`config.mk`:
```
export PLATFORM = sky130hd
export DESIGN_NAME = piso_serializer_flat
export DESIGN_NICKNAME = d
export VERILOG_FILES = /design/src/rtl/piso_serializer_if.sv /design/src/rtl/piso_serializer.sv /design/src/flat_wrapper.sv
export SDC_FILE = /design/constraint.sdc
export NUM_CORES = 1
export LEC_CHECK = 0
export BUFFER_PORTS_ARGS = -buffer_cell sky130_fd_sc_hd__clkbuf_2
export CAP_MARGIN = 10
export CORE_AREA = 2 2 39 41
export DETAILED_ROUTE_END_ITERATION = 8
export DIE_AREA = 0 0 41 43
export GPL_TIMING_DRIVEN = 0
export PLACE_DENSITY = 0.68
export SETUP_SLACK_MARGIN = 0.05
export SKIP_CTS_REPAIR_TIMING = 1
export SYNTH_ARGS = -nofsm -noshare
export SYNTH_HDL_FRONTEND = slang
export SYNTH_SLANG_ARGS = --single-unit
```
`constraint.sdc`:
```
create_clock -name clk -period 2.2 [get_ports clk]
set_input_delay 0.44 -clock clk [delete_from_list [all_inputs] [get_ports clk]]
set_output_delay 0.44 -clock clk [all_outputs]
set_load 0.005 [all_outputs]
```
`src/rtl/piso_serializer_if.sv`:
```
// piso_serializer_if: load-side and serial-side handshake bundle for piso_serializer
interface piso_serializer_if #(parameter int WIDTH = 4);
  logic [WIDTH-1:0] load_data;
  logic load_valid;
  logic load_ready;
  logic ser_out;
  logic ser_valid;
  logic ser_ready;
  logic ser_last;
  logic busy;
  modport master (
    output load_data, load_valid, ser_ready,
    input  load_ready, ser_out, ser_valid, ser_last, busy
  );
  modport slave (
    input  load_data, load_valid, ser_ready,
    output load_ready, ser_out, ser_valid, ser_last, busy
  );
endinterface

```
`src/rtl/piso_serializer.sv`:
```
// piso_serializer: PISO shift register with valid/ready on both sides.
// Define PISO_PARITY_EN to append an even-parity beat after each word.
module piso_serializer #(
  parameter int WIDTH = 4,
  parameter int MSB_FIRST = 0
) (
  input logic clk,
  input logic rst,
  piso_serializer_if.slave bus
);
`ifdef PISO_PARITY_EN
  localparam int NBITS = WIDTH + 1;
`else
  localparam int NBITS = WIDTH;
`endif
  localparam int CW = $clog2(WIDTH + 1);
  typedef enum logic {IDLE, SHIFT} state_t;
  state_t state, state_n;
  logic [WIDTH-1:0] shreg, shreg_n;
  logic [CW-1:0] cnt, cnt_n;
  logic busy, last, load, beat, data_bit;
  assign busy = state == SHIFT;
  assign last = busy && cnt == CW'(NBITS - 1);
  assign load = bus.load_valid && bus.load_ready;
  assign beat = busy && bus.ser_ready;
  assign data_bit = (MSB_FIRST != 0) ? shreg[WIDTH-1] : shreg[0];
  assign bus.busy = busy;
  assign bus.ser_valid = busy;
  assign bus.ser_last = last;
  assign bus.load_ready = !busy || (last && bus.ser_ready);
`ifdef PISO_PARITY_EN
  logic par;
  always_ff @(posedge clk)
    if (rst) par <= 1'b0;
    else if (load) par <= ^bus.load_data;
  // shreg is already drained when the parity beat is presented
  assign bus.ser_out = busy && (cnt == CW'(WIDTH) ? par : data_bit);
`else
  assign bus.ser_out = busy && data_bit;
`endif
  always_ff @(posedge clk)
    if (rst) begin
      state <= IDLE;
      shreg <= '0;
      cnt <= '0;
    end else begin
      state <= state_n;
      shreg <= shreg_n;
      cnt <= cnt_n;
    end
  always_comb begin
    state_n = state;
    shreg_n = shreg;
    cnt_n = cnt;
    if (beat) begin
      shreg_n = (MSB_FIRST != 0) ? shreg << 1 : shreg >> 1;
      cnt_n = cnt + 1'b1;
      state_n = last ? IDLE : SHIFT;
    end
    if (load) begin
      shreg_n = bus.load_data;
      cnt_n = '0;
      state_n = SHIFT;
    end
  end
endmodule
```
`src/flat_wrapper.sv`:
```
// flat-port wrapper written by rule: the top's interface ports become plain ports
module piso_serializer_flat 
#(
  parameter int WIDTH = 4,
  parameter int MSB_FIRST = 0
)
  (clk, rst, bus_load_data, bus_load_valid, bus_ser_ready, bus_load_ready, bus_ser_out, bus_ser_valid, bus_ser_last, bus_busy);
  piso_serializer_if #(.WIDTH(WIDTH)) bus_i ();
  input logic clk;
  input logic rst;
  input wire logic [$bits(bus_i.load_data)-1:0] bus_load_data;
  input wire logic [$bits(bus_i.load_valid)-1:0] bus_load_valid;
  input wire logic [$bits(bus_i.ser_ready)-1:0] bus_ser_ready;
  output wire logic [$bits(bus_i.load_ready)-1:0] bus_load_ready;
  output wire logic [$bits(bus_i.ser_out)-1:0] bus_ser_out;
  output wire logic [$bits(bus_i.ser_valid)-1:0] bus_ser_valid;
  output wire logic [$bits(bus_i.ser_last)-1:0] bus_ser_last;
  output wire logic [$bits(bus_i.busy)-1:0] bus_busy;
  assign bus_i.load_data = bus_load_data;
  assign bus_i.load_valid = bus_load_valid;
  assign bus_i.ser_ready = bus_ser_ready;
  assign bus_load_ready = bus_i.load_ready;
  assign bus_ser_out = bus_i.ser_out;
  assign bus_ser_valid = bus_i.ser_valid;
  assign bus_ser_last = bus_i.ser_last;
  assign bus_busy = bus_i.busy;
  piso_serializer #(.WIDTH(WIDTH), .MSB_FIRST(MSB_FIRST)) u_core (.clk(clk), .rst(rst), .bus(bus_i));
endmodule
```
==> run metrics, run 1 <==
clock-pin slew reported for the worst setup and hold paths after clock tree synthesis 60 ps; Hold Crit Class in2reg; average cell area after synthesis a little over 9 sq um; maximum fanout along the worst path 4; number of setup violations in the final report 0; final routed DRC violation total 0; iteration count of the initial detailed-routing pass 2; Bufs and invs on worst path 1; Tot GR Track Use 14.4%; Inserted Diodes 0; required time of the worst setup path 1760 ps; arrival time reported for the critical path endpoint around 1300 ps; pwr/cell area 603 nW/um^2; family of cells with the greatest summed delay on the critical path adder cells; cell repeated most along the worst path ha_1; global-route wire length before repair 1.58 mm; net count of the mapped netlist 61; dominant combinational cell family by area after synthesis compound AO/OA/AOI/OAI gates; type of the worst setup path reg2out; number of nets still failing antenna checks after routing 0; Register Area 160 sq um; final-stage net count 77; R2R depth 5; footprint of the multi-input gates 282 sq um; TritonCTS clock tree yes; pin count of the biggest net entering global routing 11; number of stages on the worst setup path 4; Die X 41 um; via count of the first global-routing pass approximately 380; final worst clock skew 6.30 ps; nature of the critical path endpoint output pin; xor/xnor cell area share of the yosys netlist about 1.9%; adder and majority gate portion of the synthesized area between 5 and 6%; warnings from Yosys 0; PortBufs 11; # H-tree levels 1; post-synthesis instance total 51; Max Freq ~560 MHz; clock buffer count from CTS 3; max-slew violation count 0; io pins 13; residual overflow from global routing 0; die area 1760 sq um; Final HPWL DP 697 um; Critical Path Source Type flip-flop; Static Leak between 0.2 and 0.3 nW; share of cells above drive strength 1 35.4%; total detailed-routing wirelength 1.01 mm; cell-by-cell trace of the critical path ha_1, ha_1, a21bo_2, clkbuf_2; Sinks on Clock Net 8; overall power of the completed layout 342 uW; maximum ir drop on the vdd rail between 0.3 and 0.4 mV; CTS root buf clkbuf_4; overall die height 43 um; synthesized-area fraction occupied by ao, oa, aoi and oai cells 21.3%; count of distinct cell types in the synthesized netlist 23; hold violation total from the final report 0; via density per instance about 5; number of flip-flops and latches in the synthesized netlist 8; detailed-route via count 406; weighted congestion at the end of routability-driven global placement between 0.7 and 0.8; unrepaired setup endpoints after global routing false; Least-Margin Pin Slew 416 ps; multiplexer area fraction after synthesis 15.7%; WL per Instance roughly 12 um; synthesis-to-layout area growth 20.7%; number of stages on the worst hold path 2; post-synthesis instance area 470 sq um; max incr delay on CP 320 ps; relative max-transition margin 72.2%; post-layout min period 1780 ps; Post-Route Setup TNS 0 ps; utilization after layout 41.0%; MaxCap Viol Count 0; clock latency at the later pin of the worst-skew pair 260 ps; simple-gate share of the synthesized area between 15 and 20%; outcome complete, no violations; Crit-path slowest cell dfxtp_1; period utilization 80.8%; DRC marker count from the first detailed-route iteration 3; Clock Path Buffers 2; share of synthesized area occupied by flip-flops and latches approximately a third; area of the core region 1380 sq um; std cell rows 14; effective utilization at floorplan 34.0%; fill count between 150 and 200; initial antenna violation count 0
-- path summary, 6_finish.rpt --
path / slack, ps / start / to
max reg2reg: 710 / u_core.cnt[0] / u_core.cnt[2]
min reg2reg: 470 / u_core.cnt[1] / u_core.cnt[1]
min: 420 / rst / u_core.shreg[3]
max: 420 / u_core.cnt[0] / bus_load_ready
-- metrics by stage --
stage	std cells	area (sq um)	worst slack, ps	hold slack, ps
4_1_cts	81	568	412	427
6_report	81	568	423	423
5_1_grt	81	568	343	421
3_3_place_gp	78	546	697	450
2_1_floorplan	51	470	776	440
3_5_place_dp	78	546	696	465
-- worst reg2reg max path, cell delays in order (launching register included) --
cell,delay [ps]
dfxtp_1,320
ha_1,200
ha_1,210
a21bo_2,240
a21o_1,220
a311oi_2,230
-- logic make-up after synthesis --
logic type / after synthesis
adders and majority gates: 2
muxes: 7
AOI/OAI and AO/OA: 13
and+or+nand+nor: 14
xor gates and xnor gates: 1
buffers and inverters: 6
DFF: 8
-- area by class of cell --
class,instances,area share [%]
tap,16,3.52
inverter,2,1.32
sequential,8,28.2
buffer,4,3.74
timing repair buffer,11,9.69
clock buffer,3,3.96
multi-input combinational,37,49.6
-- layout by cell type, fill, tap and decap left out, drive strengths merged, types with 3 or more instances in the layout --
cell type	n
nand2	4
buf	4
clkbuf	14
mux2	3
dfxtp	8
a21oi	3
a211oi	3
mux2i	4
o22ai	3
-- per-layer routing --
layer  wire length [um]  share of wire (%)  up-vias  global-route usage (%)
li1                   -                  -      216                       -
met1                478                 48      175                    19.0
met2                429                 43       13                    16.9
met3                 85                8.5        2                    9.42
met4                 11                1.1        0                    8.00
met5                  0                  0        -                       0
-- report_power, final --
group	total, mW	switching (mW)	internal (mW)
logic	0.0636	0.0302	0.0334
clock network	0.118	0.0551	0.0628
registers	0.161	0.00675	0.154
-- cell usage after synthesis, drive strengths merged --
cell type,n,area [sq um]
nand2b,2,12.5
o221a,1,11.3
nand4,1,6.26
nor2,2,7.51
a21oi,3,15.0
nand3,1,5.00
o22ai,3,18.8
nand2,4,15.0
buf,4,21.3
and2,2,12.5
a211oi,3,22.5
a21o,1,7.51
ha,2,25.0
mux2i,4,40.0
xor2,1,8.76
or2b,2,15.0
a21bo,1,10.0
a311oi,1,15.0
inv,2,7.51
mux2,3,33.8
dfxtp,8,160
-- flip-flops by register name, summed over array words and instances (netlist names) --
| name | count |
|---|---|
| u_core.shreg | 4 |
| u_core.bus.busy | 1 |
| u_core.cnt | 3 |
No activity file was read; power rests on OpenSTA's default activity.
==> run 2, diff against run 1 <==
- clock period: 2.2 -> 1.8 ns (I/O delays scaled with it)
==> run 2 against run 1 <==
Against the previous run: routed wire length barely moved; non-clock buffer count unchanged; cell count stayed put; global-route usage unchanged; utilization increased by 0.27 points; sequential share of layout area about the same; combinational power grew 22%; worst setup slack worse by 290 ps; critical path type unchanged; critical endpoint unchanged; largest power group unchanged; highest routed layer unchanged.
==> run metrics, run 2 (synthesis gave the netlist of run 1 again) <==
Post-Route Setup TNS 0 ps (unchanged); max incr delay on CP 320 ps (about the same); pin count of the biggest net entering global routing 11 (unchanged); post-route cell area 572 sq um (was 568 sq um); number of setup violations in the final report 0 (unchanged); via density per instance 4.99 (was 5.01); Least-Margin Pin Slew 409 ps (was 416 ps); via count of the first global-routing pass 376 (unchanged); placed instance area 546 sq um (unchanged); Tot GR Track Use 14.4% (unchanged); Final HPWL DP 697 um (unchanged); detailed-route via count 404 (was 406); number of nets still failing antenna checks after routing 0 (unchanged); synthesis-to-layout area growth 21.5% (was 20.7%); final-stage net count 77 (unchanged); iteration count of the initial detailed-routing pass 2 (unchanged); nature of the critical path endpoint output pin (unchanged); number of stages on the worst hold path 2 (unchanged); type of the worst setup path reg2out (unchanged); required time of the worst setup path 1440 ps (was 1760 ps); overall power of the completed layout 420 uW (was 342 uW); pwr/cell area 734 nW/um^2 (was 603 nW/um^2); # H-tree levels 1 (unchanged); area of the core region 1380 sq um (unchanged); share of cells above drive strength 1 38.5% (was 35.4%); TritonCTS clock tree yes (unchanged); Max Freq 601 MHz; maximum fanout along the worst path 4 (unchanged); Hold Crit Class in2reg (unchanged); final cell count without fillers 81 (unchanged); number of stages on the worst setup path 4 (unchanged); R2R depth 5 (unchanged); std cell rows 14 (unchanged); weighted congestion at the end of routability-driven global placement 0.725 (unchanged); arrival time reported for the critical path endpoint 1300 ps (was 1340 ps); Sinks on Clock Net 8 (unchanged); PortBufs 11 (unchanged); final worst clock skew 6.68 ps (was 6.30 ps); max FFs per register 4 (unchanged); global-route wire length before repair 1.58 mm (unchanged); clock latency at the later pin of the worst-skew pair 260 ps (about the same); total detailed-routing wirelength 1.01 mm (about the same); final routed DRC violation total 0 (unchanged); hold violation total from the final report 0 (unchanged); Crit-path slowest cell dfxtp_1 (unchanged); Critical Path Source Type flip-flop (unchanged); leading cell types in the layout, fill and taps excluded 11 x clkbuf_2, 7 x dfxtp_1, 4 x nand2_1, 4 x mux2i_1 (was 11 x clkbuf_2, 8 x dfxtp_1, 4 x nand2_1, 4 x mux2i_1); WL per Instance 12.4 um (about the same); Clock Path Buffers 2 (unchanged); family of cells with the greatest summed delay on the critical path adder cells (unchanged); clock buffer count from CTS 3 (unchanged); most common cell after layout, fill and taps aside clkbuf_2 (unchanged); Die X 41 um (unchanged); clock-pin slew reported for the worst setup and hold paths after clock tree synthesis 60 ps (about the same); die area 1760 sq um (unchanged); max-slew violation count 0 (unchanged); residual overflow from global routing 0 (unchanged); relative max-transition margin 72.7% (was 72.2%); MaxCap Viol Count 0 (unchanged); maximum ir drop on the vdd rail 0.404 mV (was 0.330 mV); post-layout min period 1660 ps; utilization after layout 41.3% (was 41.0%); period utilization 92.4%; Static Leak 0.268 nW (was 0.269 nW); initial antenna violation count 0 (unchanged); Top reg by flops u_core.shreg (unchanged); overall die height 43 um (unchanged); io pins 13 (unchanged); cell count after placement 78 (unchanged); outcome complete, no violations (unchanged); effective utilization at floorplan 34.0% (unchanged); Bufs and invs on worst path 1 (unchanged); Inserted Diodes 0 (unchanged); unrepaired setup endpoints after global routing false (unchanged); CTS root buf clkbuf_4 (unchanged); DRC marker count from the first detailed-route iteration 3 (unchanged); cell-by-cell trace of the critical path ha_1, ha_2, a21bo_2, clkbuf_2 (was ha_1, ha_1, a21bo_2, clkbuf_2)
[run 2: cell counts in the layout (fill, tap and decap cells not counted)]
No cell type changed its count.
[run 2: cell type report]
cell class,count,area (sq um)
Fill cell,155,812
Multi-Input combinational cell,37,284
Sequential cell,8,161
Timing Repair Buffer,11,55.1
Clock buffer,3,22.5
Buffer,4,21.3
Tap cell,16,20.0
Inverter,2,7.51
[run 2: worst paths after layout]
| kind | from | slack, ps | end |
|---|---|---|---|
| max | u_core.cnt[0] | 140 | bus_load_ready |
| min | rst | 340 | u_core.shreg[3] |
| min reg2reg | u_core.cnt[1] | 470 | u_core.cnt[1] |
| max reg2reg | u_core.cnt[0] | 340 | u_core.cnt[2] |
[run 2: per-layer routing]
layer	wire [um]	GRT usage (%)	share of wire (%)	vias up
li1	-	-	-	215
met1	476	19.0	47	174
met2	433	16.9	43	13
met3	85	9.42	8.4	2
met4	11	8.00	1.1	0
met5	0	0	0	-
[run 2: where the power goes]
group / leakage (nW) / internal (mW) / switching, mW
clock: 0.0138 / 0.0767 / 0.0676
sequential: 0.0660 / 0.189 / 0.00843
combinational: 0.188 / 0.0409 / 0.0369
[run 2: stage by stage]
step | setup slack [ps] | hold WS, ps
finish | 136 | 342
global route | 63.6 | 341
CTS | 91.8 | 347
detailed placement | 308 | 465
global placement | 312 | 450
floorplan | 376 | 429
[run 2: worst reg2reg max path, stage by stage (launching register included)]
cell,delay (ps)
dfxtp_1,320
ha_1,200
ha_2,190
a21bo_2,230
a21o_1,210
a311oi_2,230
==> run 3, diff against run 2 <==
- PLACE_DENSITY: 0.68 -> default
- SETUP_SLACK_MARGIN: 0.05 -> default
==> run 3 against run 2 <==
Against the previous run: flip-flop and latch count is the same; non-clock buffer count is the same; first-iteration DRC count grew 100%; largest power group unchanged.
==> run metrics, run 3 (synthesis gave the netlist of run 1 again) <==
initial antenna violation count 0 (unchanged); pin count of the biggest net entering global routing 11 (unchanged); PortBufs 11 (unchanged); Register Area 160 sq um (was 161 sq um); clock buffer count from CTS 3 (unchanged); global-route wire length before repair 1.52 mm (was 1.58 mm); detailed-route via count 414 (was 404); clock latency at the later pin of the worst-skew pair 260 ps (about the same); power share of the clock group 33.3% (was 34.4%); overall die height 43 um (unchanged); die area 1760 sq um (unchanged); Least-Margin Pin Slew 455 ps (was 409 ps); outcome complete, no violations (unchanged); combinational group share of total power 18.8% (was 18.5%); MaxCap Viol Count 0 (unchanged); Top reg by flops u_core.shreg (unchanged); internal power 306 uW (was 307 uW); most common cell after layout, fill and taps aside clkbuf_2 (unchanged); hold violation total from the final report 0 (unchanged); Die X 41 um (unchanged); post-layout min period 1700 ps (was 1660 ps); unrepaired setup endpoints after global routing false (unchanged); post-route cell area 568 sq um (was 572 sq um); placed instance area 546 sq um (unchanged); Max Freq 589 MHz (was 601 MHz); r2r startpoint u_core.cnt[0] (unchanged); share of cells above drive strength 1 35.4% (was 38.5%); worst reg2reg setup slack 290 ps (was 340 ps); final-stage net count 77 (unchanged); CTS root buf clkbuf_4 (unchanged); Critical Path Source Type flip-flop (unchanged); Final Worst Setup Slack 104 ps (was 136 ps); clock-pin slew reported for the worst setup and hold paths after clock tree synthesis 50 ps (was 60 ps); relative max-transition margin 69.7% (was 72.7%); effective utilization at floorplan 34.0% (unchanged); max FFs per register 4 (unchanged); via count of the first global-routing pass 402 (was 376); Inserted Diodes 0 (unchanged); switching component of the power 105 uW (was 113 uW); io pins 13 (unchanged); Post-Route Setup TNS 0 ps (unchanged); launch point of the critical path u_core.cnt[0] (unchanged); Hold Crit Class in2reg (unchanged); maximum fanout along the worst path 4 (unchanged); worst setup slack after placement 281 ps (was 308 ps); final routed DRC violation total 0 (unchanged); Static Leak 0.269 nW (was 0.268 nW); switching share of total power 25.6% (was 26.9%); Tot GR Track Use 12.8% (was 14.4%); synthesis-to-layout area growth 20.7% (was 21.5%); nature of the critical path endpoint output pin (unchanged); std cell rows 14 (unchanged); max-slew violation count 0 (unchanged); via density per instance 5.11 (was 4.99); fill count 153 (was 155); weighted congestion at the end of routability-driven global placement 0.625 (was 0.725); footprint of the multi-input gates 282 sq um (was 284 sq um); number of nets still failing antenna checks after routing 0 (unchanged); Sinks on Clock Net 8 (unchanged); pwr/cell area 724 nW/um^2 (was 734 nW/um^2); total detailed-routing wirelength 933 um (was 1.01 mm); arrival time reported for the critical path endpoint 1340 ps (was 1300 ps); Critical path destination bus_load_ready (unchanged); R2R depth 5 (unchanged); period utilization 94.2% (was 92.4%); final worst clock skew 4.22 ps (was 6.68 ps); required time of the worst setup path 1440 ps (about the same); area of the core region 1380 sq um (unchanged); number of setup violations in the final report 0 (unchanged); Final HPWL DP 706 um (was 697 um); # H-tree levels 1 (unchanged); iteration count of the initial detailed-routing pass 4 (was 2); residual overflow from global routing 0 (unchanged); maximum ir drop on the vdd rail 0.322 mV (was 0.404 mV); worst reg2reg path endpoint u_core.cnt[2] (unchanged); Clock Path Buffers 2 (unchanged); WL per Instance 11.5 um (was 12.4 um); final worst hold slack 354 ps (was 342 ps); leading cell types in the layout, fill and taps excluded 11 x clkbuf_2, 8 x dfxtp_1, 4 x nand2_1, 4 x mux2i_1 (was 11 x clkbuf_2, 7 x dfxtp_1, 4 x nand2_1, 4 x mux2i_1); type of the worst setup path reg2out (unchanged); DRC marker count from the first detailed-route iteration 6 (was 3); TritonCTS clock tree yes (unchanged); sequential power share 47.9% (was 47.1%)
run 3: power by group through the flow:
stage	registers (mW)	logic (mW)	clock network [mW]
2_1_floorplan	0.198	0.0547	0
3_3_place_gp	0.200	0.0768	0
3_5_place_dp	0.201	0.0783	0
4_1_cts	0.197	0.0786	0.145
5_1_grt	0.198	0.0879	0.148
6_report	0.197	0.0774	0.137
run 3: worst max-delay path: stages (launching register included):
cell and delay, ps:
dfxtp_1 310, ha_1 200, ha_1 220, a21bo_2 240, clkbuf_2 110
run 3: cell type report:
| type | count | share of cell area, % |
|---|---|---|
| Tap cell | 16 | 3.52 |
| Sequential cell | 8 | 28.2 |
| Inverter | 2 | 1.32 |
| Buffer | 4 | 3.74 |
| Clock buffer | 3 | 3.96 |
| Multi-Input combinational cell | 37 | 49.6 |
| Timing Repair Buffer | 11 | 9.69 |
run 3: how the worst min path moves through the flow:
| stage | end | start | slack, ps | cells past startpoint |
|---|---|---|---|---|
| 3_5_place_dp | u_core.cnt[1] | u_core.cnt[1] | 460 | 2 |
| 2_1_floorplan | u_core.bus.busy | rst | 430 | 1 |
| 6_report | u_core.bus.busy | rst | 350 | 2 |
| 5_1_grt | u_core.bus.busy | rst | 370 | 2 |
| 4_1_cts | u_core.bus.busy | rst | 350 | 2 |
| 3_3_place_gp | u_core.cnt[1] | u_core.cnt[1] | 450 | 2 |
run 3: stage by stage:
step	util, %	cells	power [mW]
2_1_floorplan	-	51	0.253
4_1_cts	41.0	81	0.420
3_3_place_gp	39.4	78	0.277
6_report	41.0	81	0.411
3_5_place_dp	39.4	78	0.279
5_1_grt	41.0	81	0.434
run 3: metal layers:
| metal | vias up | GRT usage [%] | wire, um | share of wire, % |
|---|---|---|---|---|
| met1 | 186 | 15.3 | 435 | 47 |
| met2 | 11 | 18.4 | 426 | 46 |
| met5 | - | 0 | 0 | 0 |
| met3 | 3 | 7.85 | 60 | 6.4 |
| li1 | 214 | - | - | - |
| met4 | 0 | 4.00 | 11 | 1.2 |
